`src/rtl/addsub_pkg.sv`:
```
// Shared definitions for the pipelined adder/subtractor: op encoding,
// per-stage control payload and the saturation clamp selector.
package addsub_pkg;

    localparam logic OP_ADD = 1'b0;
    localparam logic OP_SUB = 1'b1;

    // Control that travels with every stage. The width-dependent part of the
    // payload (pending operand chunks, partial sum, carry) is held in the top,
    // sized by its own N and S.
    typedef struct packed {
        logic vld;
        logic sub;
        logic sgn;
        logic a_msb;
    } stage_ctrl_t;

    // Clamp value encoded as {msb, fill}. The N-bit clamp is the msb followed
    // by N-1 copies of fill, which keeps this function independent of N.
    function automatic logic [1:0] sat_value(input logic sgn, input logic sub,
                                             input logic a_msb);
        logic [1:0] bits;
        if (sgn) begin
            bits = a_msb ? 2'b10 : 2'b01;
        end else if (sub == OP_SUB) begin
            bits = 2'b00;
        end else begin
            bits = 2'b11;
        end
        return bits;
    endfunction

endpackage

```
`src/rtl/addsub_slice.sv`:
```
// Combinational C-bit carry slice: sum, carry-out and carry into the MSB.
module addsub_slice #(
    parameter int C = 8
) (
    input  logic [C-1:0] a_i,
    input  logic [C-1:0] b_i,
    input  logic         cin_i,
    output logic [C-1:0] sum_o,
    output logic         cout_o,
    output logic         cmsb_o
);
    logic [C:0] total;

    assign total  = {1'b0, a_i} + {1'b0, b_i} + {{C{1'b0}}, cin_i};
    assign sum_o  = total[C-1:0];
    assign cout_o = total[C];
    // The carry entering the top bit is recovered from that bit's sum.
    assign cmsb_o = sum_o[C-1] ^ a_i[C-1] ^ b_i[C-1];

endmodule

```
`src/rtl/addsub_pipe_n.sv`:
```
// Pipelined N-bit adder/subtractor. The carry chain is split into S slices,
// one per register stage; upper operand chunks are skewed forward and
// finished low result chunks travel along until the last stage.
module addsub_pipe_n
    import addsub_pkg::*;
#(
    parameter int N   = 32,
    parameter int S   = 4,
    parameter int SAT = 0
) (
    input  logic         clk_i,
    input  logic         rst_ni,
    input  logic         valid_i,
    output logic         ready_o,
    input  logic [N-1:0] data0_i,
    input  logic [N-1:0] data1_i,
    input  logic         sub_i,
    input  logic         signed_i,
    input  logic         carry_i,
    output logic         valid_o,
    input  logic         ready_i,
    output logic [N-1:0] sum_o,
    output logic         carry_o,
    output logic         over_o,
    output logic         zero_o
);
    localparam int C = (S < 1) ? N : N / S;
    localparam logic [N-1:0] CHUNK_MASK = N'({C{1'b1}});

    if (S < 1) begin : g_bad_stages
        $error("addsub_pipe_n: S must be at least 1");
    end else if (N % S != 0) begin : g_bad_width
        $error("addsub_pipe_n: N must be a multiple of S");
    end

    // Stage registers, index k = stage k
    stage_ctrl_t  ctrl_p [S];
    logic [N-1:0] a_p    [S];
    logic [N-1:0] b_p    [S];
    logic [N-1:0] r_p    [S];
    logic         cy_p   [S];
    logic         cmsb_p;

    // Stage inputs and slice results
    stage_ctrl_t  ctrl_in [S];
    logic [N-1:0] a_in    [S];
    logic [N-1:0] b_in    [S];
    logic [N-1:0] r_in    [S];
    logic         cy_in   [S];
    logic [N-1:0] r_nx    [S];
    logic [C-1:0] sl_sum  [S];
    logic         sl_co   [S];
    logic         sl_cm   [S];

    logic         advance;
    logic         cout_last;
    logic [1:0]   sat_bits;
    logic [N-1:0] sat_word;

    assign valid_o = ctrl_p[S-1].vld;
    assign advance = ready_i || !valid_o;
    assign ready_o = advance;

    for (genvar k = 0; k < S; k++) begin : g_stage
        if (k == 0) begin : g_first
            // Operand prep: subtraction is A + ~B + !borrow.
            assign ctrl_in[k] = '{vld: valid_i, sub: sub_i, sgn: signed_i,
                                  a_msb: data0_i[N-1]};
            assign a_in[k]    = data0_i;
            assign b_in[k]    = (sub_i == OP_SUB) ? ~data1_i : data1_i;
            assign cy_in[k]   = (sub_i == OP_SUB) ? !carry_i : carry_i;
            assign r_in[k]    = '0;
        end else begin : g_next
            assign ctrl_in[k] = ctrl_p[k-1];
            assign a_in[k]    = a_p[k-1];
            assign b_in[k]    = b_p[k-1];
            assign cy_in[k]   = cy_p[k-1];
            assign r_in[k]    = r_p[k-1];
        end

        addsub_slice #(.C(C)) u_slice (
            .a_i    (a_in[k][k*C +: C]),
            .b_i    (b_in[k][k*C +: C]),
            .cin_i  (cy_in[k]),
            .sum_o  (sl_sum[k]),
            .cout_o (sl_co[k]),
            .cmsb_o (sl_cm[k])
        );

        // Drop this stage's finished chunk into the travelling result.
        assign r_nx[k] = (r_in[k] & ~(CHUNK_MASK << (k*C)))
                       | (N'(sl_sum[k]) << (k*C));
    end

    // Whole pipe shifts together on advance and holds otherwise.
    always_ff @(posedge clk_i or negedge rst_ni) begin
        if (!rst_ni) begin
            for (int k = 0; k < S; k++) begin
                ctrl_p[k] <= '0;
                a_p[k]    <= '0;
                b_p[k]    <= '0;
                r_p[k]    <= '0;
                cy_p[k]   <= 1'b0;
            end
            cmsb_p <= 1'b0;
        end else if (advance) begin
            for (int k = 0; k < S; k++) begin
                ctrl_p[k] <= ctrl_in[k];
                a_p[k]    <= a_in[k];
                b_p[k]    <= b_in[k];
                r_p[k]    <= r_nx[k];
                cy_p[k]   <= sl_co[k];
            end
            cmsb_p <= sl_cm[S-1];
        end
    end

    // Output flags, optional clamp and zero detect from the last stage.
    always_comb begin
        cout_last = cy_p[S-1];
        carry_o   = (ctrl_p[S-1].sub == OP_SUB) ? !cout_last : cout_last;
        over_o    = ctrl_p[S-1].sgn ? (cmsb_p ^ cout_last) : carry_o;
        sat_bits  = sat_value(ctrl_p[S-1].sgn, ctrl_p[S-1].sub, ctrl_p[S-1].a_msb);
        sat_word  = {N{sat_bits[0]}};
        sat_word[N-1] = sat_bits[1];
        sum_o     = ((SAT != 0) && over_o) ? sat_word : r_p[S-1];
        zero_o    = valid_o && (sum_o == '0);
    end

endmodule

```
`config.mk`:
```
export PLATFORM = sky130hd
export DESIGN_NAME = addsub_pipe_n
export DESIGN_NICKNAME = d
export VERILOG_FILES = /design/src/rtl/addsub_pkg.sv /design/src/rtl/addsub_slice.sv /design/src/rtl/addsub_pipe_n.sv
export SDC_FILE = /design/constraint.sdc
export NUM_CORES = 1
export LEC_CHECK = 0
export CAP_MARGIN = 25
export CORE_MARGIN = 3
export CORE_UTILIZATION = 40
export DETAILED_ROUTE_END_ITERATION = 12
export PLACE_DENSITY = 0.64
export RECOVER_POWER = 50
export SYNTH_ARGS = -nofsm -noshare
export SYNTH_HDL_FRONTEND = slang
export SYNTH_SLANG_ARGS = --single-unit
```
`constraint.sdc`:
```
create_clock -name clk_i -period 2.2 [get_ports clk_i]
set_clock_uncertainty 0.15 [all_clocks]
set_input_delay 0.44 -clock clk_i [delete_from_list [all_inputs] [get_ports clk_i]]
set_output_delay 0.44 -clock clk_i [all_outputs]
set_load 0.05 [all_outputs]
```
## After elaboration in Yosys (flattened, before gate mapping)

Index checks and enable logic that the tools add are counted.

- Add/subtract/negate cells: 8
- Multiplexer cells: 4
- Bitwise logic cells: 7
- Reduce and logical (&&, ||, !) cells: 6

Operators with widths:

| kind | number |
|---|---|
| adder 8 x 8 -> 9 bit | 4 |
| adder 9 x 1 -> 9 bit | 4 |
| zero test 32 bit | 1 |
| 2-to-1 mux 32 bit | 1 |
| NOT 32 bit | 1 |
| bitwise OR 24 x 32 -> 32 bit | 1 |
| bitwise OR 16 x 24 -> 24 bit | 1 |
| bitwise OR 8 x 16 -> 16 bit | 1 |
| zero test 1 bit | 3 |
| 2-to-1 mux 1 bit | 3 |
| XOR 1 bit | 3 |
| logical AND 1 bit | 1 |
| logical OR 1 bit | 1 |

- Register bits after elaboration: 289
- Logic and storage cells: 52

## Depth between registers and ports, before layout

Gate-level depths: netlist of the first run.

- Depth in word-level cells: 4
- Gate-level depth with buffers: 11
- Mapped depth without buffers: 9

## Cells and area by module

From an unflattened synthesis of the first run, not the netlist that was laid out.

- Cell total of the unflattened synthesis: 662
- Area, all modules: 9,756.9 um^2

Modules (own cells, without submodules):

| module | instances | cells an instance | area an instance (um^2) | seq. area each (um^2) |
|---|---|---|---|---|
| addsub_pipe_n | 1 | 487 | 8,251.7 | 4,829.6 |
| addsub_slice at g_stage[0].u_slice ... | 2 | 44 | 376.6 | 0.0 |
| addsub_slice at g_stage[3].u_slice | 1 | 43 | 376.6 | 0.0 |
| addsub_slice at g_stage[2].u_slice | 1 | 44 | 375.4 | 0.0 |

## Worst setup path after synthesis of the first run

OpenSTA, ideal clock, no wires.

- Kind: register to output
- From: reg r_p (netlist bit sum_o[1])
- To: out zero_o
- Arrival: 2.111 ns
- Required time: 1.610 ns
- Setup slack: -0.501 ns
- Stages on the path, launching flop included: 4
- Buffers on the path: 0
- Cells stage by stage: dfrtp_1 -> nor4b_1 -> nand4_1 -> nor3_1

- Longest elaborated chain between the ends: 2

RTL lines:

| item | RTL line | RTL |
|---|---|---|
| start: declaration | addsub_pipe_n.sv:40 | `logic [N-1:0] r_p [S];` |
| start signal: indexed assignment | addsub_pipe_n.sv:111 | `r_p[k] <= r_nx[k];` |
| zero test 32 bit | addsub_pipe_n.sv:127 | `zero_o = valid_o && (sum_o == '0);` |
| logical AND 1 bit | addsub_pipe_n.sv:127 |  |
| end: declaration | addsub_pipe_n.sv:25 | `output logic zero_o` |

No other way between the ends.

## Worst setup path in the final report of the first run

- From: reg r_p (netlist bit sum_o[26])
- To: out zero_o

The elaborated chain is that of the path after synthesis.

==> results.py, run 1 <==
metrics = {
    "yosys": {
        "yosys-top-cells-area": "dfrtp_1, nand2_1, ha_1",
        "synth_fp_nets": 1073,
        "synth_edf_count": 0,
        "synthFlopType": "dfrtp_1",
        "syn_inst": 966,
        "synth_cell_type_count": 41,
        "netlist.area_leader.share_pct": 55.10,
        "asyncSetResetFlopFracSynth_pct": 100.0,
        "synth_top_area_cell": "dfrtp_1",
        "ys_seq_area_share_pct": 55.10,
        "avgSynthCellArea_um2": 9.073,
        "syn_area_mm2": 0.008765,
        "ys_warn_count": 0,
        "ys_seq_elements": 193,
    },
    "global_route": {
        "grt_overflow": 0,
        "antenna_found_initial": 0,
        "grt_pass1_wl_mm": 31.72,
        "grt_max_degree": 58,
        "grt_use_total_pct": 16.30,
        "grt_pass1_vias": 6462,
    },
    "run_status": {
        "violations": "setup timing",
        "status": "complete, but fails checks",
    },
    "critical_path": {
        "rr_worst_depth": 7,
        "worstSetupPathType": "register to primary output",
        "required_ps": 1610,
        "r2r_end": "sum_o[30]",
        "slowest_delay_ps": 390,
        "cp_slowest_cell": "dfrtp_1",
        "r2r_start": "a_in[24]",
        "crit_path_end_kind": "primary output",
        "cp-startpoint": "sum_o[26]",
        "start_kind": "register",
        "worstPathArrival_ps": 1780,
        "rrSetupSlack_ps": -120,
        "crit_fanout": 2,
        "endpoint": "zero_o",
        "cp_cell_sequence": "nor4_2, buf_4, nand4_1, nor3_2, buf_12",
    },
    "floorplanning": {
        "start_util_pct": 41.17,
        "ios": 108,
        "rows": 53,
        "die_x_um": 154.0,
        "dieArea_mm2": 0.02372,
        "chipHeight_um": 154.0,
        "coreArea_mm2": 0.02129,
    },
    "routing": {
        "drc": 0,
        "drt-total-wl_mm": 18.75,
        "routed_via_density": 4.723,
        "drtIter0Drc": 324,
        "drt_pass1_iterations": 4,
        "vias": 6527,
        "routedWlPerCell_um": 13.57,
        "antenna_left": 0,
    },
    "final_layout": {
        "post-route-util_pct": 52.15,
        "layout-drive-gt1-share_pct": 11.56,
        "final_common_cell": "nand2_1",
        "n_fill_cell": 1989,
        "final_cell_mix": "nand2_1, dfrtp_1, clkdlybuf4s50_1, o21ai_0, buf_4",
        "n_antenna_cell": 0,
        "areaGrowthSynthToFinish_pct": 26.65,
        "final_area_mm2": 0.01110,
        "final_nets": 1201,
    },
    "run": {
        "drv_cap": 0,
    },
    "clocking": {
        "path_clk_slew_ps": 70,
        "clk_latency_ps": 430,
        "clkSinkCount": 193,
        "clock_path_buffers": 2,
        "cts_tree": "yes",
        "numCtsBuffers": 17,
        "cts_root_buffer": "clkbuf_16",
        "cts_max_level": 4,
    },
    "placement": {
        "port_buffers": 107,
        "placed_area_mm2": 0.01041,
        "hpwl_mm": 13.34,
        "place_congestion": 0.8378,
    },
    "timing": {
        "relSlewSlack_pct": 13.26,
        "period_minus_slack_ps": 2367,
        "min_period_over_period_pct": 107.6,
        "setup_viol": 57,
        "timing.final.ws_setup_ps": -166.7,
        "finalHoldViolCount": 0,
        "max_freq_mhz": 422.5,
        "worst_pin_slew_ps": 1301,
        "rsz0062_at_grt": "yes",
        "slew_viol_final": 0,
    },
    "min_path": {
        "hp-class": "input port to register",
    },
    "pwr": {
        "p_leak_uw": 0.005438,
        "ir_worst_vdd_uv": 1178,
        "p_per_area_mw_per_mm2": 1502,
    },
}
[Yosys cell counts (all sizes together), types with 6 or more instances]
cell type / count
inv: 13
nand2: 462
fa: 8
a211oi: 10
dfrtp: 193
ha: 28
xor2: 22
buf: 34
a21oi: 20
clkbuf: 12
nor4: 6
xnor2: 35
o21ai: 66
nor2: 14
[what timing repair did]
| action | in CTS | in global routing |
|---|---|---|
| resized for setup | 40 | 20 |
| cloned | 0 | 0 |
| hold endpoints to repair | 44 | 0 |
| buffers inserted | 3 | 4 |
| hold buffers | 1 | 0 |
| endpoints found under the setup margin | 40 | 16 |
| pin swaps | 14 | 26 |
[state kept, by name (all words and copies together) (netlist names)]
register and cells:
cy_in 3, cout_last 1, ctrl_p 2, sum_o 32
cmsb_p 1, valid_o 1, a_in 48, b_in 48
r_in 48, ctrl_in 9
[worst min path at each step]
stage                          start         end  slack (ps)  depth (start not counted)
final                     data0_i[0]    r_in[64]         300                          4
after global routing      ctrl_in[3]  ctrl_in[3]         330                          2
after CTS                 ctrl_in[3]  ctrl_in[3]         320                          2
after detailed placement      rst_ni  ctrl_in[9]         280                          1
after global placement        rst_ni  ctrl_in[9]         280                          1
after floorplan               rst_ni    a_in[24]          -6                          0
[routing by layer]
| layer | share of wire [%] | track usage (%) |
|---|---|---|
| met1 | 49 | 23.21 |
| met2 | 46 | 25.85 |
| met3 | 3.2 | 3.406 |
| met4 | 1.2 | 3.701 |
| met5 | 0 | 0 |
[kinds of logic (layout without fill, tap and decap cells)]
group,after synthesis,after routing,share of synthesized area [%]
mux,1,1,0.1142
buf+inv,59,200,3.012
compound gates,118,118,8.009
fa+ha+maj,36,36,5.824
xor+xnor,57,57,5.696
flops,193,193,55.10
simple gates,502,502,22.24
[critical path, delay by kind of cell (launching register included)]
| family | cells | cell delay [ps] |
|---|---|---|
| buf+inv | 2 | 360 |
| flops | 1 | 390 |
| simple gates | 3 | 590 |
[per-stage QoR]
step | TNS, ps | setup WS (ps) | power [uW] | std cells | hold slack (ps)
5_1_grt | -20000 | -308.3 | 18010 | 1382 | 332.5
3_5_place_dp | -3852 | -668.8 | 13490 | 1342 | 275.1
2_1_floorplan | -934.0 | -269.4 | 11030 | 966 | -5.591
3_3_place_gp | -3482 | -586.6 | 13290 | 1342 | 276.0
4_1_cts | -405.9 | -207.4 | 16690 | 1378 | 315.4
6_report | -1935 | -166.7 | 16680 | 1382 | 301.5
[layout make-up]
class                      instances  area, um2  area share [%]
timing repair buffer             155       1456           13.12
clock inverter                    14      170.2           1.533
multi-input combinational        714       3810           34.32
inverter                          13      51.30          0.4621
tap                              275      344.1           3.100
sequential                       193       4830           43.51
clock buffer                      18      439.2           3.956
[where the power goes]
group          internal [uW]  leakage [uW]  switching [uW]  total [uW]
Combinational           2880       0.00281            4460        7350
Clock                   1750      0.000293            1430        3180
Sequential              5130       0.00234            1020        6150
Total                   9760       0.00544            6920       16700
(Power assumes the default switching activity.)
==> inputs of run 2 (changes only) <==
--- a/config.mk
+++ b/config.mk
@@ -6,11 +6,12 @@
 export NUM_CORES = 1
 export LEC_CHECK = 0
 export CAP_MARGIN = 25
-export CORE_MARGIN = 3
 export CORE_UTILIZATION = 40
 export DETAILED_ROUTE_END_ITERATION = 12
-export PLACE_DENSITY = 0.64
+export DONT_BUFFER_PORTS = 1
+export PLACE_DENSITY = 0.57
 export RECOVER_POWER = 50
+export SETUP_SLACK_MARGIN = 0.5
 export SYNTH_ARGS = -nofsm -noshare
 export SYNTH_HDL_FRONTEND = slang
 export SYNTH_SLANG_ARGS = --single-unit
==> run 2 against run 1 <==
  * Largest power group unchanged
  * Sequential power increased by 7.2%
  * Combinational power rose by 46%
  * Die area fell by 5.1%
  * Non-clock buffer count up 1
  * Setup slack worse by 41 ps
  * First-iteration DRC count increased by 8.3%
  * Final cell count up 0.22%
  * Final area up 18%
  * The flow finishes with violations (hold timing, setup timing)
  * Sequential share of layout area is 6.8 points lower
  * Register-to-register slack about the same
  * Clock power shrank 5%
  * Via count grew 7.3%
==> results.py, run 2 (synthesis gave the netlist of run 1 again) <==
metrics = {
    "min_path": {
        "hp-class": "input port to async pin",
    },
    "final_layout": {
        "final_nets": 1203,
        "final_common_cell": "nand2_1",
        "final_cell_mix": "nand2_1, dfrtp_1, nand2_2, nand2_4, xnor2_1",
        "layout-drive-gt1-share_pct": 41.30,
        "final_area_mm2": 0.01315,
        "areaGrowthSynthToFinish_pct": 50.06,
        "post-route-util_pct": 61.98,
        "final_cells": 1385,
    },
    "clocking": {
        "cts_hold_buf": 27,
        "clock_path_buffers": 2,
        "clkSinkCount": 193,
        "cts_tree": "yes",
        "path_clk_slew_ps": 70,
        "numCtsBuffers": 17,
        "clk_latency_ps": 440,
        "cts_max_level": 4,
        "cts_root_buffer": "clkbuf_16",
    },
    "floorplanning": {
        "coreArea_mm2": 0.02122,
        "start_util_pct": 41.30,
        "rows": 53,
        "ios": 108,
        "chipHeight_um": 150.0,
        "die_x_um": 150.0,
        "dieArea_mm2": 0.02251,
    },
    "timing": {
        "timing.final.ws_setup_ps": -207.3,
        "hold_slack_ps": -454.1,
        "relSlewSlack_pct": 50.13,
        "min_period_over_period_pct": 109.4,
        "finalHoldViolCount": 193,
        "period_minus_slack_ps": 2407,
        "max_freq_mhz": 415.4,
        "rsz0062_at_grt": "yes",
        "slew_viol_final": 0,
        "worst_pin_slew_ps": 748.0,
        "setup_viol": 6,
    },
    "routing": {
        "vias": 7005,
        "antenna_left": 0,
        "drc": 0,
        "routedWlPerCell_um": 17.33,
        "drtIter0Drc": 351,
        "drt_pass1_iterations": 4,
        "drt-total-wl_mm": 24.01,
        "routed_via_density": 5.058,
    },
    "global_route": {
        "grt_pass1_vias": 6887,
        "antenna_found_initial": 1,
        "grt_max_degree": 194,
        "grt_pass1_wl_mm": 35.94,
        "grt_overflow": 0,
        "grt_use_total_pct": 20.92,
    },
    "critical_path": {
        "rr_worst_depth": 9,
        "crit_path_end_kind": "primary output",
        "worstPathArrival_ps": 1820,
        "crit_fanout": 2,
        "r2r_end": "sum_o[31]",
        "start_kind": "register",
        "worstSetupPathType": "register to primary output",
        "cp_cell_sequence": "nor4_4, buf_4, nand4_1, nor3_2, buf_6",
        "r2r_start": "a_in[24]",
        "cp_slowest_cell": "dfrtp_1",
        "required_ps": 1610,
        "slowest_delay_ps": 430,
        "rrSetupSlack_ps": -130,
    },
    "run_status": {
        "violations": "hold timing, setup timing",
        "status": "complete, but fails checks",
    },
    "placement": {
        "placed_area_mm2": 0.009433,
        "place_congestion": 0.8571,
        "hpwl_mm": 12.51,
        "numPlacedInstances": 1249,
        "port_buffers": 0,
    },
    "run": {
        "drv_cap": 0,
    },
    "pwr": {
        "ir_worst_vdd_uv": 809.3,
        "power.total_uw": 20350,
        "p_leak_uw": 0.006639,
        "p_per_area_mw_per_mm2": 1547,
    },
}
==> run 2: cell count changes in the layout (fill, tap and decap cells not counted), moves of 28 or more <==
cell / previous run / this run
buf_6: 0 / 28
clkdlybuf4s50_1: 65 / 0
nand2_1: 462 / 225
nand2_2: 0 / 140
nand2_4: 0 / 97
o21ai_0: 55 / 12
==> run 2: routing by layer <==
layer	up-vias	share of wire, %	global-route usage, %
met5	-	0	0
met4	0	2.2	6.515
met3	37	4.8	5.762
met2	158	50	33.80
met1	3427	43	27.21
li1	3383	-	-
==> run 2: worst max path at each step <==
stage	start	to
4_1_cts	sum_o[27]	zero_o
3_5_place_dp	data1_i[0]	r_in[70]
5_1_grt	sum_o[27]	zero_o
2_1_floorplan	sub_i	r_in[70]
6_report	sum_o[27]	zero_o
3_3_place_gp	data1_i[0]	r_in[70]
==> run 2: repair_timing <==
item,in CTS,in global routing
buffers inserted,28,16
gates resized for setup,269,259
endpoints found under the hold margin,220,193
endpoints found under the setup margin,47,203
cloned,18,14
pin swaps,167,146
==> run 2: worst max-delay path, delay by kind of cell, from the launching register on <==
| kind | cells | cell delay (ps) |
|---|---|---|
| simple gates | 3 | 610 |
| flops | 1 | 430 |
| buf+inv | 2 | 340 |
==> run 2: layout make-up <==
cell class              count  area (um2)
fillers                  1753        8068
flip-flops and latches    193        4832
well taps                 275       344.1
repair inverters            1       6.256
multi-input cells         714        5106
diodes                      1       2.502
repair buffers            156        2228
inverters                  13       56.30
clock inverters            13       123.9
clock buffers              19       452.9
==> run 2: where the power goes <==
part           total [uW]  switching [uW]  internal [uW]
Combinational       10700            5920           4820
Clock                3030            1470           1550
Sequential           6590            1450           5140
Total               20400            8840          11500
==> run 2: metrics by stage <==
stage	setup TNS [ps]	worst slack, ps
2_1_floorplan	-934.5	-269.1
3_3_place_gp	-307.8	-112.3
3_5_place_dp	-506.6	-165.9
4_1_cts	-544.1	-189.9
5_1_grt	-1328	-327.2
6_report	-604.7	-207.3
